<file path="src/rtl/shift_scheduler.sv">
// Two-requester scheduler for a shared 32-bit combinational shifter.
// One operation in flight: grant, one or two shifter passes, then hold the response.
module shift_scheduler (
    input  logic        clock,
    input  logic        reset,
    input  logic        req0_valid,
    output logic        req0_ready,
    input  logic [31:0] req0_x,
    input  logic [4:0]  req0_s,
    input  logic [1:0]  req0_op,
    input  logic        req1_valid,
    output logic        req1_ready,
    input  logic [31:0] req1_x,
    input  logic [4:0]  req1_s,
    input  logic [1:0]  req1_op,
    output logic        rsp_valid,
    input  logic        rsp_ready,
    output logic [31:0] rsp_z,
    output logic        rsp_id,
    output logic [31:0] sh_x,
    output logic [4:0]  sh_s,
    output logic        sh_left,
    output logic        sh_log,
    input  logic [31:0] sh_z,
    output logic        busy
);

    localparam int unsigned DW = 32;
    localparam int unsigned SW = 5;
    localparam int unsigned OW = 2;

    localparam logic [OW-1:0] OP_SLL = 2'b00;
    localparam logic [OW-1:0] OP_SRA = 2'b10;
    localparam logic [OW-1:0] OP_ROR = 2'b11;

    typedef enum logic [1:0] {
        IDLE  = 2'd0,
        PASS1 = 2'd1,
        PASS2 = 2'd2,
        RESP  = 2'd3
    } state_e;

    state_e        state_q, state_d;
    logic          ptr_q,   ptr_d;
    logic [DW-1:0] x_q,     x_d;
    logic [SW-1:0] s_q,     s_d;
    logic [OW-1:0] op_q,    op_d;
    logic          id_q,    id_d;
    logic [DW-1:0] acc_q,   acc_d;

    logic          any_valid;
    logic          gnt_id;
    logic          accept;

    // Round-robin pick: a lone valid wins, a tie goes to the pointer
    always_comb begin
        any_valid = req0_valid | req1_valid;
        gnt_id    = (req0_valid & req1_valid) ? ptr_q : req1_valid;
        accept    = (state_q == IDLE) & reset & any_valid;
    end

    // State and datapath registers, synchronous active-low reset
    always_ff @(posedge clock) begin
        if (!reset) begin
            state_q <= IDLE;
            ptr_q   <= 1'b0;
            x_q     <= '0;
            s_q     <= '0;
            op_q    <= '0;
            id_q    <= 1'b0;
            acc_q   <= '0;
        end else begin
            state_q <= state_d;
            ptr_q   <= ptr_d;
            x_q     <= x_d;
            s_q     <= s_d;
            op_q    <= op_d;
            id_q    <= id_d;
            acc_q   <= acc_d;
        end
    end

    // Next state, operand capture and accumulator update
    always_comb begin
        state_d = state_q;
        ptr_d   = ptr_q;
        x_d     = x_q;
        s_d     = s_q;
        op_d    = op_q;
        id_d    = id_q;
        acc_d   = acc_q;
        unique case (state_q)
            IDLE: begin
                if (accept) begin
                    x_d     = gnt_id ? req1_x  : req0_x;
                    s_d     = gnt_id ? req1_s  : req0_s;
                    op_d    = gnt_id ? req1_op : req0_op;
                    id_d    = gnt_id;
                    ptr_d   = ~gnt_id;
                    state_d = PASS1;
                end
            end
            PASS1: begin
                acc_d   = sh_z;
                state_d = (op_q == OP_ROR) ? PASS2 : RESP;
            end
            PASS2: begin
                acc_d   = acc_q | sh_z;
                state_d = RESP;
            end
            RESP: begin
                if (rsp_ready) begin
                    state_d = IDLE;
                end
            end
            default: state_d = IDLE;
        endcase
    end

    // Outputs decoded from state: handshakes, shifter drive, response
    always_comb begin
        req0_ready = 1'b0;
        req1_ready = 1'b0;
        sh_x       = '0;
        sh_s       = '0;
        sh_left    = 1'b0;
        sh_log     = 1'b0;
        rsp_valid  = 1'b0;
        rsp_z      = acc_q;
        rsp_id     = id_q;
        busy       = (state_q != IDLE);
        unique case (state_q)
            IDLE: begin
                if (reset) begin
                    req0_ready = req0_valid & ~gnt_id;
                    req1_ready = req1_valid & gnt_id;
                end
            end
            PASS1: begin
                sh_x    = x_q;
                sh_s    = s_q;
                sh_left = (op_q == OP_SLL);
                sh_log  = (op_q != OP_SRA);
            end
            PASS2: begin
                // Left by (32 - s) mod 32 supplies the wrapped bits of the rotate
                sh_x    = x_q;
                sh_s    = SW'(~s_q + SW'(1));
                sh_left = 1'b1;
                sh_log  = 1'b1;
            end
            RESP: begin
                rsp_valid = 1'b1;
            end
            default: ;
        endcase
    end

endmodule

</file>
<file path="config.mk">
export PLATFORM = sky130hd
export DESIGN_NAME = shift_scheduler
export DESIGN_NICKNAME = d
export VERILOG_FILES = /design/src/rtl/shift_scheduler.sv
export SDC_FILE = /design/constraint.sdc
export NUM_CORES = 1
export LEC_CHECK = 0
export BUFFER_PORTS_ARGS = -buffer_cell sky130_fd_sc_hd__buf_2
export CORE_MARGIN = 5
export CORE_UTILIZATION = 44
export DETAILED_ROUTE_END_ITERATION = 10
export GPL_ROUTABILITY_DRIVEN = 0
export GPL_TIMING_DRIVEN = 0
export PLACE_DENSITY = 0.8
export SLEW_MARGIN = 20
export SYNTH_ARGS = -nofsm -noshare
export SYNTH_HDL_FRONTEND = slang
export SYNTH_SLANG_ARGS = --single-unit
</file>
<file path="constraint.sdc">
create_clock -name clock -period 1.8 [get_ports clock]
set_input_delay 0.18 -clock clock [delete_from_list [all_inputs] [get_ports clock]]
set_output_delay 0.18 -clock clock [all_outputs]
set_load 0.01 [all_outputs]
</file>
Yosys cells after proc, flatten, opt, wreduce, memory -nomap -nowiden

Index checks and enable logic that the tools add are counted.

Flip-flop bits (word level): 75
Latch bits: 0
Bits in writable memories: 0
Bits in read-only memories: 0
Input bits: 115
Output and inout port bits: 76
Word-level logic and storage cells: 49
Memories kept: 0

$add $sub $neg: 1
Multipliers: 0
Divide/modulo/power cells: 0
$lt $le $gt $ge: 0
Eq/ne operators: 7
Shift-type cells: 0
Mux-type cells: 18
Bitwise logic cells: 9
Reduce and logical (&&, ||, !) cells: 7

Operators by type and width:

| kind                                                 | number |
|---|---|
| two-way mux 32 bit                                   | 2 |
| one-hot mux 32 bit (2 select lines)                  | 1 |
| OR 32 bit                                            | 1 |
| one-hot mux 5 bit (2 select lines)                   | 1 |
| one-hot mux 2 bit (4 select lines)                   | 1 |
| two-way mux 1 bit                                    | 7 |
| equality test 2 bit (second input constant)          | 3 |
| two-way mux 2 bit                                    | 3 |
| != test 2 bit (second input constant)                | 3 |
| adder 5 x 1 -> 5 bit (second input constant)         | 1 |
| bitwise AND 1 bit                                    | 5 |
| two-way mux 5 bit                                    | 1 |
| inverter 5 bit                                       | 1 |
| logical NOT 2 bit                                    | 2 |
| one-hot mux 1 bit (2 select lines)                   | 2 |
| AND reduction 2 bit                                  | 2 |
| nonzero test 2 bit                                   | 2 |
| equality test 2 x 1 -> 1 bit (second input constant) | 1 |
| OR reduction 2 bit                                   | 1 |
| inverter 1 bit                                       | 1 |
| OR 1 bit                                             | 1 |

Depth between registers and ports, before layout

Gate-level depths: netlist of run 1.

Word-level depth: 6
Mapped depth: 7
Gate-level depth less buffers: 6

Worst setup path before layout of run 1

OpenSTA, ideal clock, no wires.

Kind: register to output
Start point: reg state_q[1]
End point: out sh_s[3]
Arrival time: 1.530 ns
Required time: 1.620 ns
Slack: 0.090 ns
Cell stages (with the launch flop): 7
Path buffers: 2
Cells stage by stage: dfxtp_1 > inv_1 > ha_1 > clkbuf_1 > clkbuf_1 > nand2_1 > o21ai_0

Longest elaborated chain between the ends: 2
Elaborated cells between the ends (all ways): 3
Those cells by class: eq/ne: 2; mux: 1

Ends and longest elaborated chain:

| what                                                                       | RTL line | text |
|---|---|---|
| from (decl)                                                                | 43       | `state_e state_q, state_d;` |
| from (signal assigned)                                                     | 73       | `state_q <= state_d;` |
| equality test 2 bit / equality test 2 x 1 -> 1 bit (equally long branches) | 132      | `unique case (state_q)` |
| one-hot mux 5 bit (2 select lines) (*)                                     | 132      |  |
| to (decl)                                                                  | 21       | `output logic [4:0] sh_s,` |

Mark *: on every way between the ends. The rest lies on a longest branch, timed or not.

Worst setup path in the final report of run 1

Start point: reg state_q[0]
End point: out sh_s[2]

The elaborated chain is that of the path after synthesis.

==> impl_results.md, run 1 <==
- H-Tree Depth: 3
- Setup_tns: 0 ns
- Worst-path cell chain: inv_4 -> ha_4 -> buf_4 -> nor2b_1 -> buf_2
- Clk sinks: 75
- Leakage power: 2.62 nW
- Synth Net Count: 470
- Initial DRC Count: 67
- Final HPWL DP: 7790 um
- Fraction of layout cells with a size suffix above 1: 0.463
- Cell variety after synth: 41
- Tmin final: 1.72 ns
- Maxcap violations: 0
- Worst Clk Skew: 0.0104 ns
- Syn Inst Count: 349
- Syn avg cell area: 9.81 um2
- R2R depth: 7
- Overflow left after global routing: 0
- Top delay family on crit path: buffers and inverters
- Hold buffer count at CTS: 0
- Wirelength per Cell: 15.1 um
- Setup violators final: 0
- Initial Utilization: 0.448
- Yosys warns: 0
- Crit. End Element: output port
- Hold Path Stages: 2
- Skew-Pair Late Insertion Delay: 0.35 ns
- Die ar.: 0.00964 mm2
- Worst min path class: in2reg
- CTS tree: yes
- CP Class: reg2out
- Register area share after synthesis: 0.439
- DR vias: ~3400
- Asr flop ratio synth: 0
- Clock root buffer: clkbuf_8
- Req. time, crit path: approximately 1.6 ns
- Gr usage total: 0.202
- Ant. Diodes: 0
- Dominant synthesized flop cell: dfxtp_1
- Max transition margin: 0.693
- Clk buf depth: 2
- Max-slew violations: 0
- Area Overhead vs Synth: 43.3%
- Fin crit share: 0.957
- I/O Buffers: 189
- Worst VDD drop: 0.000755 V
- Die Wd: a little under 100 um
- RSZ-0062 raised after global routing: yes
- Die extent in y: 98.2 um
- FP Rows: 32
- Place WS: -0.316 ns
- First-pass GRT wire length: 15900 um
- Critical Path Start Type: flop
- Status: finished, final reports clean
- Area of the core: 0.00765 mm2
- Max Fanout on Critical Path: 7
- TritonCTS buffer count: 9
- Top Ports: 191
- Flip-flop and latch count after synthesis: 75
- Peak Freq: 0.581 GHz
- WL final: around 10000 um
- Initial antenna violation count: 1
- CP max stage delay: 0.36 ns
- Fin nets: 680
- Total Power: 7.62 mW
- Slowest CP cell: dfxtp_2
- ANT nets after route: 0
- Worst-path clk slew: 0.08 ns
- First drt pass iteration count: 4
- Largest net degree at the start of global routing: 16
- Synthesized cell area: 0.00342 mm2
- Worst-margin pin slew: between 0.4 and 0.5 ns
- Drt via density: 5.04
- Residual DRC: 0
- Setup WS post-layout: 0.0781 ns
- Post-synth EDFFs: 0
- Crit path DAT: 1.54 ns
- Endpoints failing hold: 0
- Number of global-route vias before repair: 3329
- Levels on crit path: 5
- CP Buf/Inv Count: 3
- Power Density: between 1500 and 2000 mW/mm2
registers in the layout, summed over array words and instances, names as in the netlist:
register / flops
x_q: 32
rsp_id: 1
state_q: 2
s_q: 5
op_q: 2
ptr_q: 1
rsp_z: 32
placed cells by master, fill, tap and decap left out, drive strengths merged, types with 2 or more instances in the layout:
cell    Yosys  final
o21ai      19     19
nand2b      2      2
a21oi       4      4
clkbuf     10     17
nor2b      38     38
a22oi      34     34
a21o       24     24
nand3      16     16
ha          6      6
bufinv      0      2
mux2i      16     16
and2       33     33
a22o       25     25
inv         7     12
dfxtp      75     75
nand2       4      4
nor2        4      4
buf        19    220
a21boi      2      2
where the power goes:
part,switching (mW),total [mW],internal (mW)
registers,0.312,2.55,2.24
clock network,0.688,1.50,0.810
logic,1.85,3.57,1.73
total,2.85,7.62,4.78
cell type report:
class / count / area, um2
clock inverter: 7 / 106
tap: 102 / 128
timing repair buffer: 202 / 1050
fill: 675 / 2740
inverter: 7 / 28.8
buffer: 26 / 205
sequential: 75 / 1510
clock buffer: 9 / 124
multi-input combinational: 238 / 1760
synth_stat cells, types with 2 or more instances:
master,number,share of area
dfxtp_1,75,0.44
nor2b_1,38,0.069
a22oi_1,34,0.075
and2_1,33,0.060
a21o_1,24,0.053
a22o_1,20,0.051
mux2i_1,16,0.047
nand3_1,16,0.023
buf_2,11,0.016
clkbuf_1,9,0.0099
o21ai_0,9,0.013
o21ai_1,9,0.013
ha_1,6,0.022
inv_1,6,0.0066
a22o_2,5,0.015
a21oi_1,4,0.0058
buf_6,4,0.013
nand2_1,3,0.0033
a21boi_0,2,0.0044
buf_1,2,0.0022
nand2b_1,2,0.0037
nor2_1,2,0.0022
worst paths after layout:
kind | startpoint | endpoint | slack (ns)
setup / recovery | state_q[0] | sh_s[2] | 0.08
hold / removal | req1_x[13] | x_q[13] | 0.03
setup reg to reg | state_q[0] | rsp_z[6] | 0.24
hold reg to reg | x_q[2] | x_q[2] | 0.46
metal layers:
| layer | routed length (um) | vias to the layer above | global-route usage |
|---|---|---|---|
| met2 | 4880 | 129 | 0.346 |
| met4 | 243 | 2 | 0.0809 |
| li1 | - | 1662 | - |
| met5 | 11 | - | 0 |
| met3 | 703 | 23 | 0.0486 |
| met1 | 4250 | 1539 | 0.243 |
through the flow:
stage / util / area [um2] / hold WS, ns / std cells
6_report: 0.641 / 4900 / 0.0269 / 666
5_1_grt: 0.641 / 4900 / 0.0206 / 666
4_1_cts: 0.636 / 4870 / 0.0121 / 661
3_5_place_dp: 0.588 / 4500 / 0.376 / 640
3_3_place_gp: 0.588 / 4500 / 0.376 / 640
2_1_floorplan: - / 3420 / 0.290 / 349
what timing repair did:
item / CTS / global route
gates cloned: 2 / 0
pin swaps: 3 / 3
resized for setup: 27 / 9
setup endpoints to repair: 43 / 33
buffers inserted: 5 / 6
cells by family after synthesis:
logic type / share of synthesized area
and+or+nand+nor: 0.176
adders and majority gates: 0.0219
AOI/OAI and AO/OA: 0.254
DFF: 0.439
muxes: 0.0468
xor gates and xnor gates: 0.00512
buffers and inverters: 0.0570
No activity file was read; power rests on OpenSTA's default activity.
==> run 2, diff against run 1 <==
BUFFER_PORTS_ARGS = -buffer_cell sky130_fd_sc_hd__clkbuf_2   (was -buffer_cell sky130_fd_sc_hd__buf_2)
==> impl_results.md, run 2 (same netlist as run 1, synthesis figures left out) <==
- Hold Path Stages: 2 (unchanged)
- Overflow left after global routing: 0 (unchanged)
- Total Power: 7.72 mW (+1.2%)
- Worst min path class: in2reg
- Hold buffer count at CTS: 0 (unchanged)
- Cell Area, Placed: 0.00450 mm2 (unchanged)
- CP Class: reg2out
- Ant. Diodes: 0 (unchanged)
- Largest net degree at the start of global routing: 13 (-3)
- Clock root buffer: clkbuf_8
- Worst VDD drop: 0.000822 V (+8.8%)
- Max Fanout on Critical Path: 3 (-4)
- Status: finished with violations
- Residual DRC: 0 (unchanged)
- First drt pass iteration count: 6 (+2)
- Worst Hold Launch: req1_x[26]
- First-pass GRT wire length: 16700 um (+5.1%)
- Multi-input logic area: 0.00180 mm2 (+2.2%)
- Final HPWL DP: 7970 um (+2.3%)
- Critical Path Start Type: flop
- Maxcap violations: 0 (unchanged)
- Fill cells: 667 (-1.2%)
- Clk buf depth: 2 (unchanged)
- Setup WS post-layout: -0.0232 ns (-0.101 ns)
- R2r startpoint: state_q[1]
- R2R depth: 8 (+1)
- Gr usage total: 0.211 (+0.00884)
- Max-slew violations: 0 (unchanged)
- Violated checks: setup timing
- Commonest non-fill, non-tap cell in the layout: clkbuf_2
- Fin nets: 687 (+1.0%)
- I/O Buffers: 189 (unchanged)
- Area Overhead vs Synth: 46.1%
- Initial Utilization: 0.448 (unchanged)
- Leakage power: 2.65 nW (+0.87%)
- RSZ-0062 raised after global routing: yes
- Skew-Pair Late Insertion Delay: 0.34 ns (about the same)
- Worst-margin pin slew: 0.470 ns (+0.00948 ns)
- CP max stage delay: 0.34 ns (-0.02 ns)
- Tmin final: 1.82 ns (+0.101 ns)
- Die extent in y: 98.2 um (unchanged)
- Drt via density: 5.11 (+1.4%)
- FP Rows: 32 (unchanged)
- Initial antenna violation count: 0 (-1)
- Area of the core: 0.00765 mm2 (unchanged)
- Reg2reg setup slack: 0.09 ns (-0.15 ns)
- Max transition margin: 0.687 (-0.00632)
- Worst-path cell chain: buf_4 -> ha_1 -> buf_6 -> and3_1 -> o21ai_2 -> a21boi_2 -> clkbuf_2
- Crit. End Element: output port
- Fin crit share: 1.01 (+0.0563)
- Wirelength per Cell: 16.0 um (+5.6%)
- Top Ports: 191 (unchanged)
- Most frequent cells in the layout: 180 x clkbuf_2, 73 x dfxtp_1, 38 x nor2b_1
- Clk sinks: 75 (unchanged)
- Req. time, crit path: 1.62 ns (about the same)
- TritonCTS buffer count: 9 (unchanged)
- CP Buf/Inv Count: 3 (unchanged)
- Number of global-route vias before repair: 3455 (+3.8%)
- Post-route cell area: 0.00500 mm2 (+2.0%)
- Die Wd: 98.2 um (unchanged)
- ANT nets after route: 0 (unchanged)
- Worst-path clk slew: 0.07 ns (about the same)
- H-Tree Depth: 3 (unchanged)
- Setup violators final: 1 (+1)
- Slowest CP cell: dfxtp_2
- Top delay family on crit path: buffers and inverters
- Final Util: 0.654 (+0.0128)
- DR vias: 3434 (+2.4%)
- Register area: 0.00150 mm2 (-0.17%)
- Endpoints failing hold: 0 (unchanged)
- Worst Clk Skew: 0.00974 ns (-0.000692 ns)
- Power Density: 1540 mW/mm2 (-0.77%)
- CTS tree: yes
- Peak Freq: 0.548 GHz (-5.6%)
- WL final: 10700 um (+6.5%)
- Reg-to-reg critical path endpoint: rsp_z[29]
- Crit path DAT: 1.64 ns (+0.10 ns)
- WHS Endpoint: x_q[26]
- Die ar.: 0.00964 mm2 (unchanged)
- Initial DRC Count: 105 (+57%)
- Fraction of layout cells with a size suffix above 1: 0.486 (+0.0232)
run 2: cell type report:
| class | count | area share |
|---|---|---|
| repair buffers | 207 | 0.225 |
| flip-flops and latches | 75 | 0.301 |
| multi-input cells | 238 | 0.359 |
| inverters | 7 | 0.00625 |
| plain buffers | 28 | 0.0470 |
| well taps | 102 | 0.0255 |
| clock inverters | 6 | 0.0115 |
| clock buffers | 9 | 0.0248 |
run 2: worst max-delay path by stage:
stage | end | slack (ns) | start | depth (start not counted)
3_5_place_dp | sh_s[3] | -0.37 | state_q[0] | 7
2_1_floorplan | sh_s[3] | 0.09 | state_q[1] | 6
6_report | sh_s[4] | -0.02 | state_q[1] | 7
3_3_place_gp | sh_s[4] | -0.34 | state_q[1] | 6
5_1_grt | sh_s[3] | -0.06 | state_q[0] | 7
4_1_cts | sh_s[3] | -0.02 | state_q[0] | 7
run 2: layer usage:
| metal | wire (um) | part of all wire | GRT usage |
|---|---|---|---|
| met1 | 4510 | 0.42 | 0.254 |
| met4 | 235 | 0.022 | 0.0819 |
| met2 | 5320 | 0.50 | 0.361 |
| met3 | 680 | 0.063 | 0.0507 |
| met5 | 0 | 0 | 0 |
run 2: power breakdown:
part / leakage [nW] / internal, mW / switching, mW
clock network: 0.0946 / 0.623 / 0.608
registers: 0.618 / 2.24 / 0.346
logic: 1.93 / 1.92 / 1.98
run 2: per-stage QoR:
stage | instances | setup WS [ns] | TNS, ns | hold slack, ns
3_5_place_dp | 640 | -0.367 | -9.78 | 0.378
2_1_floorplan | 349 | 0.0900 | 0 | 0.290
3_3_place_gp | 640 | -0.336 | -8.47 | 0.377
6_report | 672 | -0.0232 | -0.0232 | 0.0350
4_1_cts | 661 | -0.0224 | -0.129 | 0.0224
5_1_grt | 672 | -0.0599 | -1.03 | 0.0221
run 2: repair_timing:
item,4_1_cts,5_1_grt
gates cloned,0,2
pin swaps,3,5
endpoints found under the setup margin,47,41
buffers inserted,7,9
gates resized for setup,29,36
==> run 3, diff against run 2 <==
SKIP_CTS_REPAIR_TIMING = 1   (was default)
==> impl_results.md, run 3 (same netlist as run 1, synthesis figures left out) <==
- Final HPWL DP: 7970 um (unchanged)
- RSZ-0062 raised after global routing: yes
- Skew-Pair Late Insertion Delay: 0.34 ns (about the same)
- Combinational Power Share: 0.499 (-0.006)
- Commonest non-fill, non-tap cell in the layout: clkbuf_2
- Number of global-route vias before repair: 3357 (-2.8%)
- Req. time, crit path: 1.62 ns (about the same)
- Fraction of layout cells with a size suffix above 1: 0.467 (-0.0188)
- Ant. Diodes: 0 (unchanged)
- Fill cells: 681 (+2.1%)
- Leakage power: 2.62 nW (-1.1%)
- Maxcap violations: 0 (unchanged)
- CP Class: reg2out
- Fin crit share: 1.02 (+0.00606)
- First-pass GRT wire length: 16300 um (-2.8%)
- Net Sw Frac: 0.379 (-0.00160)
- Tmin final: 1.83 ns (+0.0109 ns)
- First drt pass iteration count: 4 (-2)
- Die extent in y: 98.2 um (unchanged)
- Max Fanout on Critical Path: 6 (+3)
- Setup_tns: -0.0341 ns (-0.0109 ns)
- Violated checks: setup timing
- Overflow left after global routing: 0 (unchanged)
- Area of the core: 0.00765 mm2 (unchanged)
- Worst VDD drop: 0.000821 V (-0.14%)
- Worst min path class: in2reg
- CTS tree: yes
- Share of power burned in registers: 0.340 (+0.005)
- Fin nets: 680 (-1.0%)
- NetSw: 2.90 mW (-1.4%)
- Die ar.: 0.00964 mm2 (unchanged)
- Power Density: 1550 mW/mm2 (+0.53%)
- Initial Utilization: 0.448 (unchanged)
- Most frequent cells in the layout: 177 x clkbuf_2, 73 x dfxtp_1, 37 x nor2b_1
- Clk buf depth: 2 (unchanged)
- Die Wd: 98.2 um (unchanged)
- WL final: 10600 um (-1.5%)
- Top Ports: 191 (unchanged)
- Status: finished with violations
- Largest net degree at the start of global routing: 13 (unchanged)
- Crit. End Element: output port
- Area Overhead vs Synth: 43.9%
- Clock root buffer: clkbuf_8
- TritonCTS buffer count: 9 (unchanged)
- Pint: 4.74 mW (-0.74%)
- ANT nets after route: 0 (unchanged)
- Endpoints failing hold: 0 (unchanged)
- Drt via density: 5.09 (-0.39%)
- Setup WS post-layout: -0.0341 ns (-0.0109 ns)
- Worst-path clk slew: 0.08 ns (about the same)
- Initial antenna violation count: 0 (unchanged)
- Gr usage total: 0.205 (-0.00608)
- H-Tree Depth: 3 (unchanged)
- Max-slew violations: 0 (unchanged)
- Wirelength per Cell: 15.9 um (-0.42%)
- Max transition margin: 0.690 (+0.00323)
- Initial DRC Count: 104 (-0.95%)
- Crit path DAT: 1.65 ns (about the same)
- Post-route cell area: 0.00493 mm2 (-1.5%)
- Cell Area, Placed: 0.00450 mm2 (unchanged)
- Worst-margin pin slew: 0.465 ns (-0.00484 ns)
- DR vias: 3385 (-1.4%)
- I/O Buffers: 189 (unchanged)
- Peak Freq: 0.545 GHz (-0.59%)
- Residual DRC: 0 (unchanged)
- Clk sinks: 75 (unchanged)
- Worst Clk Skew: 0.00998 ns (+0.000245 ns)
- FP Rows: 32 (unchanged)
- Power share of the clock group: 0.161 (about the same)
- Setup violators final: 1 (unchanged)
- Critical Path Start Type: flop
-- run 3: changes by cell type in the layout (fill, tap and decap cells not counted), moves of 3 or more --
cell and change:
buf_6 -5, clkbuf_2 -3, buf_4 -7, buf_2 +6
-- run 3: cell type report --
type / instances / area (um2) / area share
tap: 102 / 128 / 0.0259
multi-input combinational: 238 / 1770 / 0.360
timing repair buffer: 200 / 1080 / 0.218
buffer: 28 / 228 / 0.0462
inverter: 7 / 31.3 / 0.00635
sequential: 75 / 1510 / 0.306
clock buffer: 9 / 124 / 0.0251
clock inverter: 6 / 57.6 / 0.0117
-- run 3: routing by layer --
| metal | up-vias | global-route usage | part of all wire |
|---|---|---|---|
| li1 | 1664 | - | - |
| met1 | 1585 | 0.250 | 0.41 |
| met2 | 122 | 0.351 | 0.50 |
| met3 | 14 | 0.0493 | 0.071 |
| met4 | 0 | 0.0704 | 0.015 |
| met5 | - | 0 | 0 |
-- run 3: per-stage QoR --
stage	cells	util	total power [mW]	worst slack (ns)	hold WS, ns
3_5_place_dp	640	0.588	5.76	-0.367	0.378
4_1_cts	655	0.612	7.00	-0.743	0.0224
3_3_place_gp	640	0.588	5.63	-0.336	0.377
2_1_floorplan	349	-	4.57	0.0900	0.290
6_report	665	0.644	7.64	-0.0341	0.0309
5_1_grt	665	0.644	8.18	-0.0703	0.0202
-- run 3: path summary, 6_finish.rpt --
kind	start	end	slack [ns]	cells after the start
worst max-delay path	state_q[0]	sh_s[4]	-0.03	7
worst max register to register	state_q[0]	x_q[12]	0.16	8
worst min register to register	x_q[6]	x_q[6]	0.46	2
worst min-delay path	req1_x[26]	x_q[26]	0.03	2
-- run 3: worst max-delay path, stage by stage, from the launching register on --
cell and delay [ns]:
dfxtp_4 0.38, inv_4 0.05, ha_1 0.20, buf_6 0.13, and3_1 0.19, o21ai_2 0.15
a21boi_2 0.07, buf_2 0.13
-- run 3: power groups by stage --
| stage | combinational, mW | sequential (mW) | clock (mW) |
|---|---|---|---|
| floorplan | 1.89 | 2.67 | 0 |
| global placement | 3.07 | 2.55 | 0 |
| detailed placement | 3.17 | 2.59 | 0 |
| CTS | 3.18 | 2.56 | 1.27 |
| global route | 4.15 | 2.67 | 1.36 |
| finish | 3.81 | 2.59 | 1.23 |
